### src/rtl/cdb_arbiter_pkg.sv
// Shared types for the common data bus (CDB) producer and its consumers.
//   ROB_TAG / ZERO_REG : ROB tag type; tag 0 means "no tag".
//   FU_RESULT          : one queued functional-unit result.
//   CDB_PACKET         : broadcast packet seen by RS, ROB and map table.
//   NUM_FU             : one result port per reservation station.
package cdb_arbiter_pkg;

   localparam int NUM_RS     = 6;
   localparam int NUM_FU     = NUM_RS;
   localparam int XLEN       = 32;
   localparam int ROB_TAG_W  = 5;
   localparam int FU_ID_W    = 3;
   localparam int FIFO_DEPTH = 2;

   typedef logic [ROB_TAG_W-1:0] ROB_TAG;

   localparam ROB_TAG ZERO_REG = '0;

   typedef struct packed {
      ROB_TAG            rob_tag;
      logic [XLEN-1:0]   value;
   } FU_RESULT;

   typedef struct packed {
      logic                valid;
      ROB_TAG              rob_tag;
      logic [XLEN-1:0]     v;
      logic [FU_ID_W-1:0]  fu_id;
   } CDB_PACKET;

endpackage

### src/rtl/cdb_fu_fifo.sv
// Two-entry result FIFO, one per functional unit.
//   clock, reset (async, active low), flush (sync clear of all entries)
//   push/push_data : enqueue, ignored when full
//   pop            : dequeue head, ignored when empty
//   head_data      : current head entry (valid when count != 0)
//   count          : registered occupancy 0..2
module cdb_fu_fifo
   import cdb_arbiter_pkg::*;
#(
   parameter int DATA_W = ROB_TAG_W + XLEN
) (
   input  logic              clock,
   input  logic              reset,
   input  logic              flush,
   input  logic              push,
   input  logic [DATA_W-1:0] push_data,
   input  logic              pop,
   output logic [DATA_W-1:0] head_data,
   output logic [1:0]        count
);

   logic [1:0][DATA_W-1:0] mem;
   logic                   rd_ptr;
   logic                   wr_ptr;
   logic                   push_ok;
   logic                   pop_ok;

   assign push_ok   = push && (count < 2'(FIFO_DEPTH));
   assign pop_ok    = pop && (count != 2'd0);
   assign head_data = mem[rd_ptr];

   always_ff @(posedge clock or negedge reset) begin
      if (!reset) begin
         mem    <= '0;
         rd_ptr <= 1'b0;
         wr_ptr <= 1'b0;
         count  <= 2'd0;
      end else if (flush) begin
         // Flush wins over any push/pop in the same cycle.
         rd_ptr <= 1'b0;
         wr_ptr <= 1'b0;
         count  <= 2'd0;
      end else begin
         if (push_ok) begin
            mem[wr_ptr] <= push_data;
            wr_ptr      <= ~wr_ptr;
         end
         if (pop_ok)
            rd_ptr <= ~rd_ptr;
         // Push+pop together leaves occupancy unchanged.
         case ({push_ok, pop_ok})
            2'b10:   count <= count + 2'd1;
            2'b01:   count <= count - 2'd1;
            default: count <= count;
         endcase
      end
   end

endmodule

### src/rtl/cdb_arbiter.sv
// CDB producer: queues FU results per port and broadcasts one per cycle,
// round-robin, on a registered bus.
//   clock, reset (async, active low), squash (sync flush)
//   fu_valid/fu_rob_tag/fu_value : per-FU result ports (port i = fu_id i+1)
//   fu_ready                     : per-FU queue has room (registered count)
//   cdb_valid/cdb_rob_tag/cdb_v/cdb_fu_id : broadcast, all zero when idle
//   busy                         : some queue holds an entry
module cdb_arbiter #(
   parameter int NUM_FU    = cdb_arbiter_pkg::NUM_FU,
   parameter int XLEN      = cdb_arbiter_pkg::XLEN,
   parameter int ROB_TAG_W = cdb_arbiter_pkg::ROB_TAG_W,
   parameter int FU_ID_W   = cdb_arbiter_pkg::FU_ID_W
) (
   input  logic                      clock,
   input  logic                      reset,
   input  logic                      squash,
   input  logic [NUM_FU-1:0]         fu_valid,
   input  logic [NUM_FU*ROB_TAG_W-1:0] fu_rob_tag,
   input  logic [NUM_FU*XLEN-1:0]    fu_value,
   output logic [NUM_FU-1:0]         fu_ready,
   output logic                      cdb_valid,
   output logic [ROB_TAG_W-1:0]      cdb_rob_tag,
   output logic [XLEN-1:0]           cdb_v,
   output logic [FU_ID_W-1:0]        cdb_fu_id,
   output logic                      busy
);

   import cdb_arbiter_pkg::*;

   localparam int PTR_W = (NUM_FU > 1) ? $clog2(NUM_FU) : 1;
   localparam int ENT_W = ROB_TAG_W + XLEN;

   logic [NUM_FU-1:0][ROB_TAG_W-1:0] tag_in;
   logic [NUM_FU-1:0][XLEN-1:0]      value_in;
   logic [NUM_FU-1:0][ENT_W-1:0]     head;
   logic [NUM_FU-1:0][1:0]           count;
   logic [NUM_FU-1:0]                push;
   logic [NUM_FU-1:0]                pop;
   logic [NUM_FU-1:0]                nonempty;

   // Holds fu_ready low until the first edge after reset release.
   logic                             ready_en;
   logic [PTR_W-1:0]                 rr_ptr;
   logic [PTR_W-1:0]                 rr_next;
   logic                             grant_vld;
   logic [PTR_W-1:0]                 grant;
   logic [PTR_W:0]                   scan_sum;
   logic [PTR_W-1:0]                 scan_idx;

   genvar gi;
   generate
      for (gi = 0; gi < NUM_FU; gi++) begin : g_fu
         assign tag_in[gi]   = fu_rob_tag[gi*ROB_TAG_W +: ROB_TAG_W];
         assign value_in[gi] = fu_value[gi*XLEN +: XLEN];
         assign nonempty[gi] = (count[gi] != 2'd0);
         assign fu_ready[gi] = ready_en && (count[gi] < 2'(FIFO_DEPTH));
         // Reserved tag is accepted by the handshake but never stored.
         assign push[gi]     = fu_valid[gi] && fu_ready[gi] &&
                               (tag_in[gi] != ROB_TAG_W'(ZERO_REG));
         assign pop[gi]      = grant_vld && (grant == PTR_W'(gi));

         cdb_fu_fifo #(.DATA_W(ENT_W)) u_fifo (
            .clock     (clock),
            .reset     (reset),
            .flush     (squash),
            .push      (push[gi]),
            .push_data ({tag_in[gi], value_in[gi]}),
            .pop       (pop[gi]),
            .head_data (head[gi]),
            .count     (count[gi])
         );
      end
   endgenerate

   assign busy = |nonempty;

   // Round-robin search starting at rr_ptr; first non-empty head wins.
   always_comb begin
      grant_vld = 1'b0;
      grant     = '0;
      scan_sum  = '0;
      scan_idx  = '0;
      for (int k = 0; k < NUM_FU; k++) begin
         scan_sum = {1'b0, rr_ptr} + (PTR_W+1)'(k);
         if (scan_sum >= (PTR_W+1)'(NUM_FU))
            scan_sum = scan_sum - (PTR_W+1)'(NUM_FU);
         scan_idx = scan_sum[PTR_W-1:0];
         if (!grant_vld && nonempty[scan_idx]) begin
            grant_vld = 1'b1;
            grant     = scan_idx;
         end
      end
   end

   assign rr_next = (grant == PTR_W'(NUM_FU-1)) ? '0 : grant + PTR_W'(1);

   // Registered broadcast; idle cycles drive zero tag since consumers
   // match tags without looking at cdb_valid.
   always_ff @(posedge clock or negedge reset) begin
      if (!reset) begin
         ready_en    <= 1'b0;
         rr_ptr      <= '0;
         cdb_valid   <= 1'b0;
         cdb_rob_tag <= '0;
         cdb_v       <= '0;
         cdb_fu_id   <= '0;
      end else begin
         ready_en <= 1'b1;
         if (squash) begin
            rr_ptr      <= '0;
            cdb_valid   <= 1'b0;
            cdb_rob_tag <= '0;
            cdb_v       <= '0;
            cdb_fu_id   <= '0;
         end else if (grant_vld) begin
            rr_ptr      <= rr_next;
            cdb_valid   <= 1'b1;
            cdb_rob_tag <= head[grant][ENT_W-1 -: ROB_TAG_W];
            cdb_v       <= head[grant][XLEN-1:0];
            cdb_fu_id   <= FU_ID_W'({1'b0, grant} + (PTR_W+1)'(1));
         end else begin
            cdb_valid   <= 1'b0;
            cdb_rob_tag <= '0;
            cdb_v       <= '0;
            cdb_fu_id   <= '0;
         end
      end
   end

endmodule
### config.mk
export PLATFORM = sky130hd
export DESIGN_NAME = cdb_arbiter
export DESIGN_NICKNAME = d
export VERILOG_FILES = /design/src/rtl/cdb_arbiter_pkg.sv /design/src/rtl/cdb_fu_fifo.sv /design/src/rtl/cdb_arbiter.sv
export SDC_FILE = /design/constraint.sdc
export NUM_CORES = 1
export LEC_CHECK = 0
export CAP_MARGIN = 20
export CORE_ASPECT_RATIO = 0.75
export CORE_MARGIN = 2
export CORE_UTILIZATION = 57
export CTS_CLUSTER_SIZE = 25
export DETAILED_ROUTE_END_ITERATION = 6
export GPL_ROUTABILITY_DRIVEN = 0
export PLACE_DENSITY = 0.81
export SLEW_MARGIN = 10
export SYNTH_ARGS = -nofsm -noshare
export SYNTH_HDL_FRONTEND = slang
export SYNTH_HIERARCHICAL = 1
export SYNTH_SLANG_ARGS = --single-unit
export TNS_END_PERCENT = 100
### constraint.sdc
create_clock -name clock -period 4.8 [get_ports clock]
set_clock_uncertainty 0.2 [all_clocks]
set_input_delay 0.96 -clock clock [delete_from_list [all_inputs] [get_ports clock]]
set_output_delay 0.96 -clock clock [all_outputs]
set_load 0.05 [all_outputs]
**Yosys cells after proc, flatten, opt, wreduce, memory -nomap -nowiden**

Index checks and enable logic that the tools add are counted.

- Register bits: 513
- Output and inout port bits: 48

- $add $sub $neg: 25
- Mux-type cells: 109
- Reductions and logical operators: 91
- Equal/unequal tests: 17
- Bitwise gates (word level): 13
- Magnitude comparators: 37

Operator list:

| cell | count |
|---|---|
| 37-bit 2-to-1 mux | 19 |
| 74-bit bitwise mux | 6 |
| 37-bit demux with 1-bit select | 6 |
| 37-bit binary-select mux with 3-bit select | 1 |
| 32-bit 2-to-1 mux | 2 |
| 3-bit 2-to-1 mux | 17 |
| 1-bit logical AND | 47 |
| 1-bit 2-to-1 mux | 38 |
| 2-bit nonzero test | 19 |
| 5-bit nonzero test | 6 |
| 3-bit by 4-bit less-than comparator with 1-bit output (second input constant) | 7 |
| 1-bit by 2-bit less-than comparator with 1-bit output (second input constant) | 12 |
| 2-bit one-hot mux with 2 select lines | 6 |
| 4-bit by 3-bit greater-or-equal comparator with 1-bit output (second input constant) | 5 |
| 1-bit binary-select mux with 3-bit select | 6 |
| 3-bit nonzero test | 6 |
| 3-bit subtractor (second input constant) | 6 |
| 1-bit NOT | 13 |
| 2-bit by 1-bit adder with 2-bit output (second input constant) | 6 |
| 2-bit by 1-bit == test with 1-bit output (second input constant) | 6 |
| 2-bit == test (second input constant) | 6 |
| 2-bit less-than comparator (second input constant) | 6 |
| 2-bit 2-to-1 mux | 6 |
| 2-bit AND reduction | 6 |
| other kinds (14) | 34 |

**Longest topological paths before layout**

- Depth after elaboration: 26
- Mapped depth: 19
- Gate-level depth less buffers: 16

**Hierarchy**

The synthesis kept the hierarchy.

By module, submodules not included:

| module | area an instance (sq um) | cells an instance | seq. area each (sq um) | times used |
|---|---|---|---|---|
| cdb_fu_fifo | 3417.0 | 216 | 1951.9 | 6 |
| cdb_arbiter | 4416.7 | 511 | 1126.1 | 1 |

**Least setup slack after synthesis**

Ideal clock, no wire load.

- Path kind: register to register
- Start: reg rr_ptr[1]
- End: reg g_fu[3].u_fifo.count[0]
- Arrival time: 3.994 ns
- Buffers on the path: 3
- Required time: 4.523 ns
- Path slack: 0.529 ns
- Cell stages (with the launch flop): 19
- Cell sequence: dfrtp_1 -> inv_1 -> ha_1 -> nor2b_1 -> or4_4 -> nor4bb_1 -> or4_4 -> or2_1 -> or3_4 -> and2_1 -> clkbuf_1 -> buf_6 -> buf_6 -> inv_2 -> ha_1 -> and2_1 -> nor2b_1 -> mux2_2 -> a21oi_1

- Cells in the longest elaborated chain, start to end: 26
- Elaborated cells between the ends (all ways): 65
- Those cells by class: add/sub: 11; order compare: 6; eq/ne: 3; mux: 32; reduce/logical: 13

RTL lines:

| what | RTL line | text |
|---|---|---|
| start, declared | cdb_arbiter.sv:43 | `logic [PTR_W-1:0] rr_ptr;` |
| start signal, assigned | cdb_arbiter.sv:116 | `rr_ptr <= rr_next;` |
| parallel branches: the longest is 21 deep, another holds 3-bit by 1-bit adder with 4-bit output | n/a |  |
| 1-bit logical AND (*) | cdb_arbiter.sv:60 | `assign pop[gi] = grant_vld && (grant == PTR_W'(gi));` |
| net pop[3] | cdb_arbiter.sv:38 | `logic [NUM_FU-1:0] pop;` |
| 1-bit logical AND (*) | cdb_fu_fifo.sv:29 | `assign pop_ok = pop && (count != 2'd0);` |
| 2-bit by 1-bit == test with 1-bit output or 2-bit == test (tied branches) | cdb_fu_fifo.sv:51 | `case ({push_ok, pop_ok})` |
| 2-bit one-hot mux with 2 select lines | cdb_fu_fifo.sv:51 |  |
| 2-bit 2-to-1 mux | cdb_fu_fifo.sv:38 | `end else if (flush) begin` |
| end signal, assigned | cdb_fu_fifo.sv:52 | `2'b10: count <= count + 2'd1;` |
| end signal, assigned | cdb_fu_fifo.sv:53 | `2'b01: count <= count - 2'd1;` |
| end signal, assigned | cdb_fu_fifo.sv:54 | `default: count <= count;` |
| end, declared | cdb_fu_fifo.sv:19 | `output logic [1:0] count` |

Mark *: on every way through the listed nets, which the timed path passes. The select of a mux whose other input is x is not followed.
A chain may end at the register's enable or synchronous reset.

**Final worst setup path**

- Start: reg rr_ptr[1]
- End: reg cdb_v[9]

- Cells in the longest elaborated chain, start to end: 24
- Elaborated cells between the ends (all ways): 61
- Those cells by class: add/sub: 11; order compare: 6; mux: 34; reduce/logical: 10

RTL lines:

| what | RTL line | text |
|---|---|---|
| parallel branches: the longest is 22 deep, another holds 3-bit by 1-bit adder with 4-bit output | n/a |  |
| 32-bit 2-to-1 mux (*) | cdb_arbiter.sv:115 | `end else if (grant_vld) begin` |
| 32-bit 2-to-1 mux (*) | cdb_arbiter.sv:109 | `if (squash) begin` |
| end signal, assigned | cdb_arbiter.sv:119 | `cdb_v <= head[grant][XLEN-1:0];` |
| end, declared | cdb_arbiter.sv:23 | `output logic [XLEN-1:0] cdb_v,` |

Every way passes the cells marked *. The select of a mux whose other input is x is not followed.

==> results.md <==
- Worst-margin pin slew: ~1.1 ns
- I/O pins: ~280
- Fraction of layout cells with a size suffix above 1: 0.392
- Yosys top cell area share: 0.515
- Final worst path period share: 0.957
- Kind of start point of the critical path: flip-flop
- Synthesized Nets: 2,052
- Pre-CTS setup slack: 0.199 ns
- Crit end category: flip-flop
- DIE WIDTH: 245 um
- Floorplan row count: 66
- Rel. slew slack: 0.261
- Port Buf Inserts: 278
- PwrDens: 716 nW/um^2
- Mapped Cells: 1,807
- CTS Buf Count: 49
- Synth Register Bits: approximately 510
- Sequential element share of the synthesized area: 0.515
- Fin. max-slew vios: 0
- Post-CTS Hold Fix Bufs: 0
- Compound-Gate Fraction of Synth Area: 0.0543
- H-tree lvl count: 2
- Post-synth EDFFs: 0
- Initial Util: 0.576
- Routed Antenna Nets: 0
- Clock Path Buffers: 3
- CTS tree: yes
- Via density per instance: 5.96
- Setup TNS: 0 ns
- Placed Area: 28,100 um^2
- Max_cap viols: 0
- Crit Path Class: reg2reg
- Vias: 16,023
- Crit Path Max Fanout: 77
- Post-synth ARST share: 1.00
- Number of antenna violations at the first check in global routing: 6
- Unrepaired setup endpoints after global routing: false
- Reg clk slew, reported paths: 0.06 ns
- Setup WS post-layout: 0.207 ns
- Syn Std Cell Area: 24,900 um^2
- Die ar.: 45,400 um^2
- Post-Synth Adder-Cell Area: 0.00703
- DRT iter0 DRCs: 1,112
- Core area: 43,300 um^2
- Post-layout instance area: 29,700 um^2
- Congestion Overflow GR: 0
- Drt pass-1 iters: 5
- Most common cell in the netlist: mux2_2
- Overall Global Routing Usage: 0.285
- Postcts setup bufs: 0
- Area grow syn2layout: 19.2%
- Routed WL: 64,500 um
- Synth cell types: 68
- Min Clock Period, post-route: 4.59 ns
- Leak pwr: 12.6 nW
- Synth top area cells: dfrtp_1 52%, mux2_2 30%, mux2i_1 3.0%
- Post-DP HPWL: around 45,000 um
- DRC viols: 0
- Cts repair resizes: 0
- RR Startpoint: rr_ptr[1]$_DFFE_PN0P_
- Design Power: 21.3 mW
- XOR/XNOR Fraction of Synth Area: 0.00562
- Largest area contributor in the netlist: dfrtp_1
- Warnings, synthesis: 6
- Main synth FF type: dfrtp_1
- CTS sink cnt: 513
- Setup Viol. Count Final: 0
- Die height: 185 um
- Post-synthesis mux area share: 0.334
- Latest clock arrival within the worst-skew pair: 0.58 ns
- Commonest cells post-synth: 673 x mux2_2, 513 x dfrtp_1, 74 x mux2i_1, 48 x o21ai_0, 44 x and3_1
- Largest net degree at the start of global routing: 112
- HP Class: in2async
- FMAX: roughly 220 MHz
- Status: finished clean
- CP startpoint: rr_ptr[1]$_DFFE_PN0P_
- Root Driver: clkbuf_16
- Main combinational cell family by area after synthesis: multiplexers
- Worst ir drop on vdd: about 1.0 mV
- Vias in the first global route: ~17,000
- Simple-Gate Fraction of Synth Area: 0.0516
- Syn_area_per_cell: 13.8 um^2
- Global-route wire length before repair: 98,400 um
- CP arrival: between 4 and 5 ns
- Average wire per standard cell: roughly 24 um
- # nets final: roughly 2,300
- Hold Vio Cnt, Final: 0
- Worst EP required: 5.01 ns
placed cells by master (no fill, tap or decap), drive strengths merged, types with 3 or more instances in the layout:
cell type,Yosys,routed
and2,4,4
nand3,4,4
or3,6,6
nor3,22,22
nand2b,15,15
nor3b,7,7
dfrtp,513,513
and3,44,44
ha,14,14
clkbuf,28,82
diode,0,6
mux2,673,673
xor2,13,13
nand2,23,23
or3b,3,3
mux2i,74,74
a21oi,27,27
o21ai,56,56
a31oi,3,3
clkdlybuf4s50,0,276
nor2b,22,22
buf,80,39
or2,3,3
o211ai,4,4
o221ai,39,39
xnor2,3,3
nor2,38,38
a211oi,5,5
inv,10,11
a21o,4,4
or4,3,3
a21boi,37,37
nor4,3,3
o31ai,4,4
clkinv,0,4
critical path, cell delays in order (launching register included):
cell and delay (ns):
dfrtp_2 0.47, ha_1 0.25, xnor2_1 0.63, nor2_1 0.19, a31oi_1 0.30, a21oi_1 0.15
or4_1 0.55, a311o_2 0.40, buf_4 0.33, and3_1 0.26, o21ai_0 0.45, o221ai_1 0.22
through the flow:
stage / cells / utilization / hold WS [ns]
floorplan: 1807 / - / 0.275
global placement: 2592 / 0.649 / 0.283
detailed placement: 2592 / 0.649 / 0.290
CTS: 2681 / 0.686 / 0.304
global route: 2686 / 0.686 / 0.310
finish: 2687 / 0.686 / 0.268
power breakdown:
part | switching [mW] | total [mW] | internal [mW]
registers | 1.11 | 7.25 | 6.14
logic | 5.44 | 10.2 | 4.75
clock network | 1.61 | 3.83 | 2.22
cells by family after synthesis:
| kind of cell | after synthesis |
|---|---|
| DFF | 513 |
| muxes | 747 |
| other | 1 |
| adders and majority gates | 14 |
| xor gates and xnor gates | 16 |
| AOI/OAI and AO/OA | 194 |
| and+or+nand+nor | 204 |
| buffers and inverters | 118 |
layout make-up:
cell class | instances | area [um^2]
well taps | 578 | 723
diodes | 6 | 15.0
clock buffers | 82 | 1490
multi-input cells | 1176 | 11300
inverters | 10 | 37.5
clock inverters | 7 | 88.8
repair buffers | 315 | 3160
fillers | 3013 | 13600
flip-flops and latches | 513 | 12800
flip-flops by register name, summed over array words and instances, names as in the netlist:
name,count
cdb_fu_id,3
cdb_rob_tag,5
cdb_v,32
cdb_valid,1
g_fu.u_fifo/count,12
g_fu.u_fifo/mem,444
g_fu.u_fifo/rd_ptr,6
g_fu.u_fifo/wr_ptr,6
ready_en,1
rr_ptr,3
routing by layer:
layer,vias to the layer above,routed length (um),GRT usage
li1,7139,-,-
met2,558,28200,0.416
met3,95,4660,0.0604
met4,2,1520,0.0798
met1,8229,30100,0.430
met5,-,13,0
final timing paths:
path	to	slack, ns	depth (start not counted)
setup / recovery	cdb_v[9]$_DFF_PN0_	0.21	11
hold / removal	g_fu[3].u_fifo/mem[34]$_DFFE_PN0P_	0.27	1
setup reg to reg	cdb_v[9]$_DFF_PN0_	0.21	11
hold reg to reg	g_fu[1].u_fifo/mem[72]$_DFFE_PN0P_	0.30	1
max in group asynchronous	cdb_v[5]$_DFF_PN0_	2.96	2
min in group clock	g_fu[1].u_fifo/mem[72]$_DFFE_PN0P_	0.30	1
(Power assumes the default switching activity.)
